==> src/rtl/opo_package.sv <==
// Shared types and helpers for the LIA filter-path control blocks.
//   word_width       : sample width on the filter / downstream path
//   max_stages       : widest stage_enable vector any sequencer may drive
//   cfg_width        : width of the requested stage count
//   lpf_seq_state_t  : low-pass filter stage sequencer states
//   thermometer_mask : ones in bits [count-1:0], limited to 'width' bits
package opo_package;

    localparam int unsigned word_width = 16;
    localparam int unsigned max_stages = 16;
    localparam int unsigned cfg_width  = 5;

    typedef enum logic [1:0] {
        RUN    = 2'd0,
        APPLY  = 2'd1,
        SETTLE = 2'd2
    } lpf_seq_state_t;

    function automatic logic [max_stages-1:0] thermometer_mask(
        input logic [cfg_width-1:0] count,
        input int unsigned          width
    );
        logic [max_stages-1:0] mask;
        mask = '0;
        for (int unsigned i = 0; i < max_stages; i++) begin
            mask[i] = (i < width) && (i < 32'(count));
        end
        return mask;
    endfunction

endpackage

==> src/rtl/lpf_stage_sequencer_if.sv <==
// Bus between the stage sequencer, the register bank, the filter chain
// and the downstream PID / lock logic.
//   cfg_stages/cfg_valid       : stage-count request from the register bank
//   stage_enable               : thermometer enable mask to the filter chain
//   filt_sample/filt_valid     : filter chain output
//   sample_out/sample_out_valid: gated, held sample to downstream
//   settled                    : high while the chain output is trusted
//   cfg_clamped                : sticky flag, a request exceeded num_stages
interface lpf_stage_sequencer_if
    import opo_package::*;
#(
    parameter int unsigned num_stages = 8
) ();

    logic [cfg_width-1:0]  cfg_stages;
    logic                  cfg_valid;
    logic [num_stages-1:0] stage_enable;
    logic [word_width-1:0] filt_sample;
    logic                  filt_valid;
    logic [word_width-1:0] sample_out;
    logic                  sample_out_valid;
    logic                  settled;
    logic                  cfg_clamped;

    modport master (
        output cfg_stages, cfg_valid, filt_sample, filt_valid,
        input  stage_enable, sample_out, sample_out_valid, settled, cfg_clamped
    );

    modport slave (
        input  cfg_stages, cfg_valid, filt_sample, filt_valid,
        output stage_enable, sample_out, sample_out_valid, settled, cfg_clamped
    );

endinterface

==> src/rtl/lpf_stage_sequencer.sv <==
// Sequences the stage_enable mask of the cascaded low-pass filter chain and
// blanks the chain output while it refills after every change.
//   clk : system clock
//   rst : synchronous, active-high reset
//   bus : lpf_stage_sequencer_if slave (config in, mask out, filter in,
//         gated sample out, status)
module lpf_stage_sequencer
    import opo_package::*;
#(
    parameter int unsigned num_stages       = 8,
    parameter int unsigned settle_per_stage = 2,
    parameter int unsigned cnt_width        = 8
) (
    input  logic                   clk,
    input  logic                   rst,
    lpf_stage_sequencer_if.slave   bus
);

    lpf_seq_state_t        state_q,   state_d;
    logic [cfg_width-1:0]  target_q,  target_d;
    logic [cfg_width-1:0]  applied_q, applied_d;
    logic [num_stages-1:0] mask_q,    mask_d;
    logic [cnt_width-1:0]  cnt_q,     cnt_d;
    logic [word_width-1:0] sample_q,  sample_d;
    logic                  valid_q,   valid_d;
    logic                  settled_q, settled_d;
    logic                  clamped_q, clamped_d;

    logic                  req_over;
    logic [cfg_width-1:0]  req_target;
    logic [cnt_width-1:0]  settle_load;

    // An empty chain still needs one stage's worth of strobes to flush.
    assign settle_load = cnt_width'(((target_q == '0) ? 32'd1 : 32'(target_q)) * settle_per_stage);

    // State register and all registered outputs.
    always_ff @(posedge clk) begin
        if (rst) begin
            state_q   <= RUN;
            target_q  <= '0;
            applied_q <= '0;
            mask_q    <= '0;
            cnt_q     <= '0;
            sample_q  <= '0;
            valid_q   <= 1'b0;
            settled_q <= 1'b1;
            clamped_q <= 1'b0;
        end else begin
            state_q   <= state_d;
            target_q  <= target_d;
            applied_q <= applied_d;
            mask_q    <= mask_d;
            cnt_q     <= cnt_d;
            sample_q  <= sample_d;
            valid_q   <= valid_d;
            settled_q <= settled_d;
            clamped_q <= clamped_d;
        end
    end

    // Next-state, mask, counter and sample gating.
    always_comb begin
        state_d    = state_q;
        target_d   = target_q;
        applied_d  = applied_q;
        mask_d     = mask_q;
        cnt_d      = cnt_q;
        sample_d   = sample_q;
        valid_d    = 1'b0;
        clamped_d  = clamped_q;
        req_over   = bus.cfg_stages > cfg_width'(num_stages);
        req_target = req_over ? cfg_width'(num_stages) : bus.cfg_stages;

        if (bus.cfg_valid && req_over) begin
            clamped_d = 1'b1;
        end

        unique case (state_q)
            RUN: begin
                // A request matching the applied count leaves the chain alone.
                if (bus.cfg_valid && (req_target != applied_q)) begin
                    target_d = req_target;
                    state_d  = APPLY;
                end
                if (bus.filt_valid) begin
                    sample_d = bus.filt_sample;
                    valid_d  = 1'b1;
                end
            end
            APPLY: begin
                if (bus.cfg_valid) begin
                    target_d = req_target;
                end else begin
                    mask_d    = num_stages'(thermometer_mask(target_q, num_stages));
                    applied_d = target_q;
                    cnt_d     = settle_load;
                    state_d   = SETTLE;
                end
            end
            SETTLE: begin
                // A new request outranks the final settle strobe.
                if (bus.cfg_valid) begin
                    target_d = req_target;
                    state_d  = APPLY;
                end else if (bus.filt_valid) begin
                    cnt_d = cnt_q - cnt_width'(1);
                    if (cnt_q == cnt_width'(1)) begin
                        state_d = RUN;
                    end
                end
            end
            default: begin
                state_d = RUN;
            end
        endcase

        settled_d = (state_d == RUN);
    end

    assign bus.stage_enable     = mask_q;
    assign bus.sample_out       = sample_q;
    assign bus.sample_out_valid = valid_q;
    assign bus.settled          = settled_q;
    assign bus.cfg_clamped      = clamped_q;

    // The counter is loaded non-zero and leaves SETTLE on reaching one.
    settle_no_underflow: assert property (
        @(posedge clk) disable iff (rst)
        (state_q == SETTLE && bus.filt_valid) |-> (cnt_q != '0)
    );

endmodule

==> src/flat_wrapper.sv <==
// flat-port wrapper written by rule: the top's interface ports become plain ports
module lpf_stage_sequencer_flat import opo_package::*;
#(
    parameter int unsigned num_stages       = 8,
    parameter int unsigned settle_per_stage = 2,
    parameter int unsigned cnt_width        = 8
)
  (clk, rst, bus_cfg_stages, bus_cfg_valid, bus_filt_sample, bus_filt_valid, bus_stage_enable, bus_sample_out, bus_sample_out_valid, bus_settled, bus_cfg_clamped);
  lpf_stage_sequencer_if #(.num_stages(num_stages)) bus_i ();
  input  logic clk;
  input  logic rst;
  input wire logic [$bits(bus_i.cfg_stages)-1:0] bus_cfg_stages;
  input wire logic [$bits(bus_i.cfg_valid)-1:0] bus_cfg_valid;
  input wire logic [$bits(bus_i.filt_sample)-1:0] bus_filt_sample;
  input wire logic [$bits(bus_i.filt_valid)-1:0] bus_filt_valid;
  output wire logic [$bits(bus_i.stage_enable)-1:0] bus_stage_enable;
  output wire logic [$bits(bus_i.sample_out)-1:0] bus_sample_out;
  output wire logic [$bits(bus_i.sample_out_valid)-1:0] bus_sample_out_valid;
  output wire logic [$bits(bus_i.settled)-1:0] bus_settled;
  output wire logic [$bits(bus_i.cfg_clamped)-1:0] bus_cfg_clamped;
  assign bus_i.cfg_stages = bus_cfg_stages;
  assign bus_i.cfg_valid = bus_cfg_valid;
  assign bus_i.filt_sample = bus_filt_sample;
  assign bus_i.filt_valid = bus_filt_valid;
  assign bus_stage_enable = bus_i.stage_enable;
  assign bus_sample_out = bus_i.sample_out;
  assign bus_sample_out_valid = bus_i.sample_out_valid;
  assign bus_settled = bus_i.settled;
  assign bus_cfg_clamped = bus_i.cfg_clamped;
  lpf_stage_sequencer #(.num_stages(num_stages), .settle_per_stage(settle_per_stage), .cnt_width(cnt_width)) u_core (.clk(clk), .rst(rst), .bus(bus_i));
endmodule
==> config.mk <==
export PLATFORM = sky130hd
export DESIGN_NAME = lpf_stage_sequencer_flat
export DESIGN_NICKNAME = d
export VERILOG_FILES = /design/src/rtl/opo_package.sv /design/src/rtl/lpf_stage_sequencer_if.sv /design/src/rtl/lpf_stage_sequencer.sv /design/src/flat_wrapper.sv
export SDC_FILE = /design/constraint.sdc
export NUM_CORES = 1
export LEC_CHECK = 0
export CORE_AREA = 2 2 61 87
export CTS_BUF_LIST = sky130_fd_sc_hd__clkbuf_8
export DETAILED_ROUTE_END_ITERATION = 7
export DIE_AREA = 0 0 63 89
export PLACE_DENSITY = 0.72
export SLEW_MARGIN = 20
export SYNTH_ARGS = -nofsm -noshare
export SYNTH_HDL_FRONTEND = slang
export SYNTH_SLANG_ARGS = --single-unit
==> constraint.sdc <==
create_clock -name clk -period 2.2 [get_ports clk]
set_clock_uncertainty 0.1 [all_clocks]
set_input_delay 0.33 -clock clk [delete_from_list [all_inputs] [get_ports clk]]
set_output_delay 0.33 -clock clk [all_outputs]
set_load 0.1 [all_outputs]
==> results.py <==
metrics = {
    "outcome": {
        "status": "complete, no violations",
    },
    "timing": {
        "hold_violations": 0,
        "maxSlewViolCount": 0,
        "rsz0062_at_grt": "false",
        "finalCriticalPeriod_ns": 1.96,
        "worst_pin_slew_ns": 0.613,
        "slew_headroom_pct": 59.0,
        "max_freq_ghz": 0.510,
        "period_share_pct": 89.1,
        "setup_viol": 0,
    },
    "floorplanning": {
        "die-area_um2": 5610,
        "row_count": 30,
        "coreArea_um2": 4770,
        "start_util_pct": 44.4,
        "pin_count": 52,
        "die_w_um": 63,
        "die_h_um": 89,
    },
    "critical_path": {
        "crit_path_end_kind": "flip-flop",
        "rrSetupSlack_ns": 0.27,
        "cp-start-kind": "primary input",
        "worstPathArrival_ns": 2.05,
        "critPathKind": "in -> reg",
        "path_max_fanout": 9,
        "worstPathRequired_ns": 2.29,
        "critPathMaxStageDelay_ns": 0.53,
        "slowest_stage": "or4_4",
        "worstPathCellList": "clkdlybuf4s50_1 -> or4_4 -> a21oi_2 -> o32a_1 -> a211o_1 -> nand2_1",
    },
    "cts": {
        "tritoncts": "done",
        "cts.path.max_buffers": 2,
        "cts_resized": 0,
        "clk_pin_slew_ns": 0.08,
        "hold_buffers": 0,
        "cts.sinks": 47,
        "cts-buffers-inserted": 5,
        "h-tree-depth": 2,
        "clk_latency_ns": 0.29,
        "cts_setup_buffers": 0,
        "cts-root-buf": "clkbuf_8",
    },
    "grt": {
        "grt_max_degree": 48,
        "antenna_found_initial": 0,
        "grt_pass1_vias": 1893,
        "groute.usage.overall_pct": 19.5,
        "grt.overflow.total": 0,
        "grt_pass1_wl_um": 8680,
    },
    "route": {
        "antenna_left": 0,
        "avgRoutedWirePerCell_um": 13.4,
        "route.detailed.drc": 0,
        "wl_um": 5060,
        "drt_iter0_markers": 69,
        "vias": 1951,
        "avgViaCountPerCell": 5.15,
        "firstDrtPassIters": 4,
    },
    "synth": {
        "synth_xor_area_share_pct": 1.66,
        "yosys.area_share.simple_pct": 26.6,
        "synth_top_family_by_area": "simple AND/OR/NAND/NOR gates",
        "post_synth.cell_area_avg_um2": 8.07,
        "synth_fa_ha_area_share_pct": 3.55,
        "synth_area_um2": 2110,
        "synth_seq_cells": 47,
        "ys_warn_count": 0,
        "synth_nets": 293,
        "synth_edf_count": 0,
        "async_reset_ff_share_pct": 0,
        "synth.area.mux_share_pct": 0.473,
        "synthCells": 262,
        "yosysSeqAreaShare_pct": 44.5,
        "yosysUniqueCellTypes": 47,
        "synth_ff_type": "dfxtp_1",
        "synth_compound_area_share_pct": 18.6,
    },
    "power_and_ir_drop": {
        "power_density_nw_per_um2": 948,
        "total_power_uw": 2600,
        "ir_drop_mv": 0.719,
        "leakagePower_uw": 0.00108,
    },
    "place": {
        "gp_congestion": 0.804,
        "dp_hpwl_um": 3610,
        "dp.cells": 373,
        "io_buffers": 51,
    },
    "final_layout": {
        "antenna_cells": 0,
        "syn2layout_area_growth_pct": 29.7,
        "layout_common_cells": "nand2_1 (62), dfxtp_1 (47), buf_4 (37)",
        "layout_commonest_cell": "nand2_1",
        "layout-drive-gt1-share_pct": 16.5,
        "nets": 347,
        "instances_no_fill": 379,
    },
    "worst_hold_path": {
        "worstHoldPathType": "reg -> reg",
    },
    "flow_run": {
        "cap_violations": 0,
    },
}
cell usage after synthesis (2+ instances only):
master | number | area (um^2)
a211o_1 | 5 | 43.8
a211oi_1 | 7 | 52.6
a21o_1 | 2 | 15.0
a21oi_1 | 29 | 145
a21oi_2 | 2 | 17.5
a31oi_1 | 2 | 12.5
and2_1 | 2 | 12.5
and3_1 | 3 | 18.8
and4b_1 | 2 | 20.0
buf_2 | 2 | 10.0
clkbuf_1 | 12 | 45.0
dfxtp_1 | 47 | 941
ha_1 | 6 | 75.1
inv_1 | 7 | 26.3
nand2_1 | 62 | 233
nand3_1 | 3 | 15.0
nand4b_1 | 4 | 35.0
nor2_1 | 21 | 78.8
nor3_1 | 6 | 30.0
nor3b_1 | 2 | 15.0
nor4_1 | 2 | 12.5
o21ai_0 | 5 | 25.0
o311ai_1 | 2 | 17.5
xnor2_1 | 4 | 35.0
per-layer routing:
layer / GRT usage, % / part of all wire [%] / vias up
li1: - / - / 1007
met1: 23.0 / 43 / 894
met2: 35.1 / 52 / 48
met3: 4.66 / 4.6 / 2
met4: 6.06 / 0.53 / 0
met5: 0 / 0 / -
critical path: cells and delay by family:
kind | cells | cell delay [ns]
simple gates | 2 | 0.57
compound gates | 3 | 0.70
buf+inv | 1 | 0.45
sequential cells by signal (all words and copies together) (netlist names):
register and count:
u_core.bus.sample_out_valid 1, u_core.bus.sample_out 16, u_core.cnt_q 8, u_core.state_q 2, u_core.applied_q 5, u_core.bus.cfg_clamped 1
u_core.target_q 5, u_core.bus.settled 1, u_core.bus.stage_enable 8
area by class of cell:
type                            count  area (um^2)
Inverter                            8         30.0
Fill cell                         470         2020
Clock buffer                        5         68.8
Clock inverter                      1         7.51
Sequential cell                    47          941
Multi-Input combinational cell    192         1080
Tap cell                           64         80.1
Timing Repair Buffer               62          538
worst paths after layout:
check	startpoint	endpoint	depth (start not counted)
hold reg to reg	u_core.bus.cfg_clamped	u_core.bus.cfg_clamped	2
setup reg to reg	u_core.state_q[0]	u_core.cnt_q[3]	8
hold / removal	u_core.bus.cfg_clamped	u_core.bus.cfg_clamped	2
setup / recovery	bus_cfg_stages[4]	u_core.target_q[0]	6
logic make-up (layout without fill, tap and decap cells):
family,Yosys count,count (layout)
DFF,47,47
AOI/OAI and AO/OA,62,62
adders and majority gates,6,6
muxes,1,1
xor gates and xnor gates,4,4
and+or+nand+nor,119,119
buffers and inverters,23,76
stage by stage:
stage / setup TNS (ns) / utilization (%) / setup slack [ns] / area (um^2) / hold WS (ns)
after floorplan: 0 / - / 0.367 / 2110 / 0.336
after global placement: -0.0886 / 55.9 / -0.0235 / 2670 / 0.334
after detailed placement: -0.229 / 55.9 / -0.0585 / 2670 / 0.338
after CTS: 0 / 57.5 / 0.257 / 2740 / 0.350
after global routing: 0 / 57.5 / 0.143 / 2740 / 0.378
final: 0 / 57.5 / 0.239 / 2740 / 0.346
where the power goes:
group / switching (uW) / leakage (uW) / total (uW) / internal, uW
Sequential: 72.6 / 0.000384 / 1020 / 949
Combinational: 792 / 0.000660 / 1090 / 299
Clock: 275 / 0.0000361 / 486 / 211
Total: 1140 / 0.00108 / 2600 / 1460
Power figures use the tool's default switching activity.
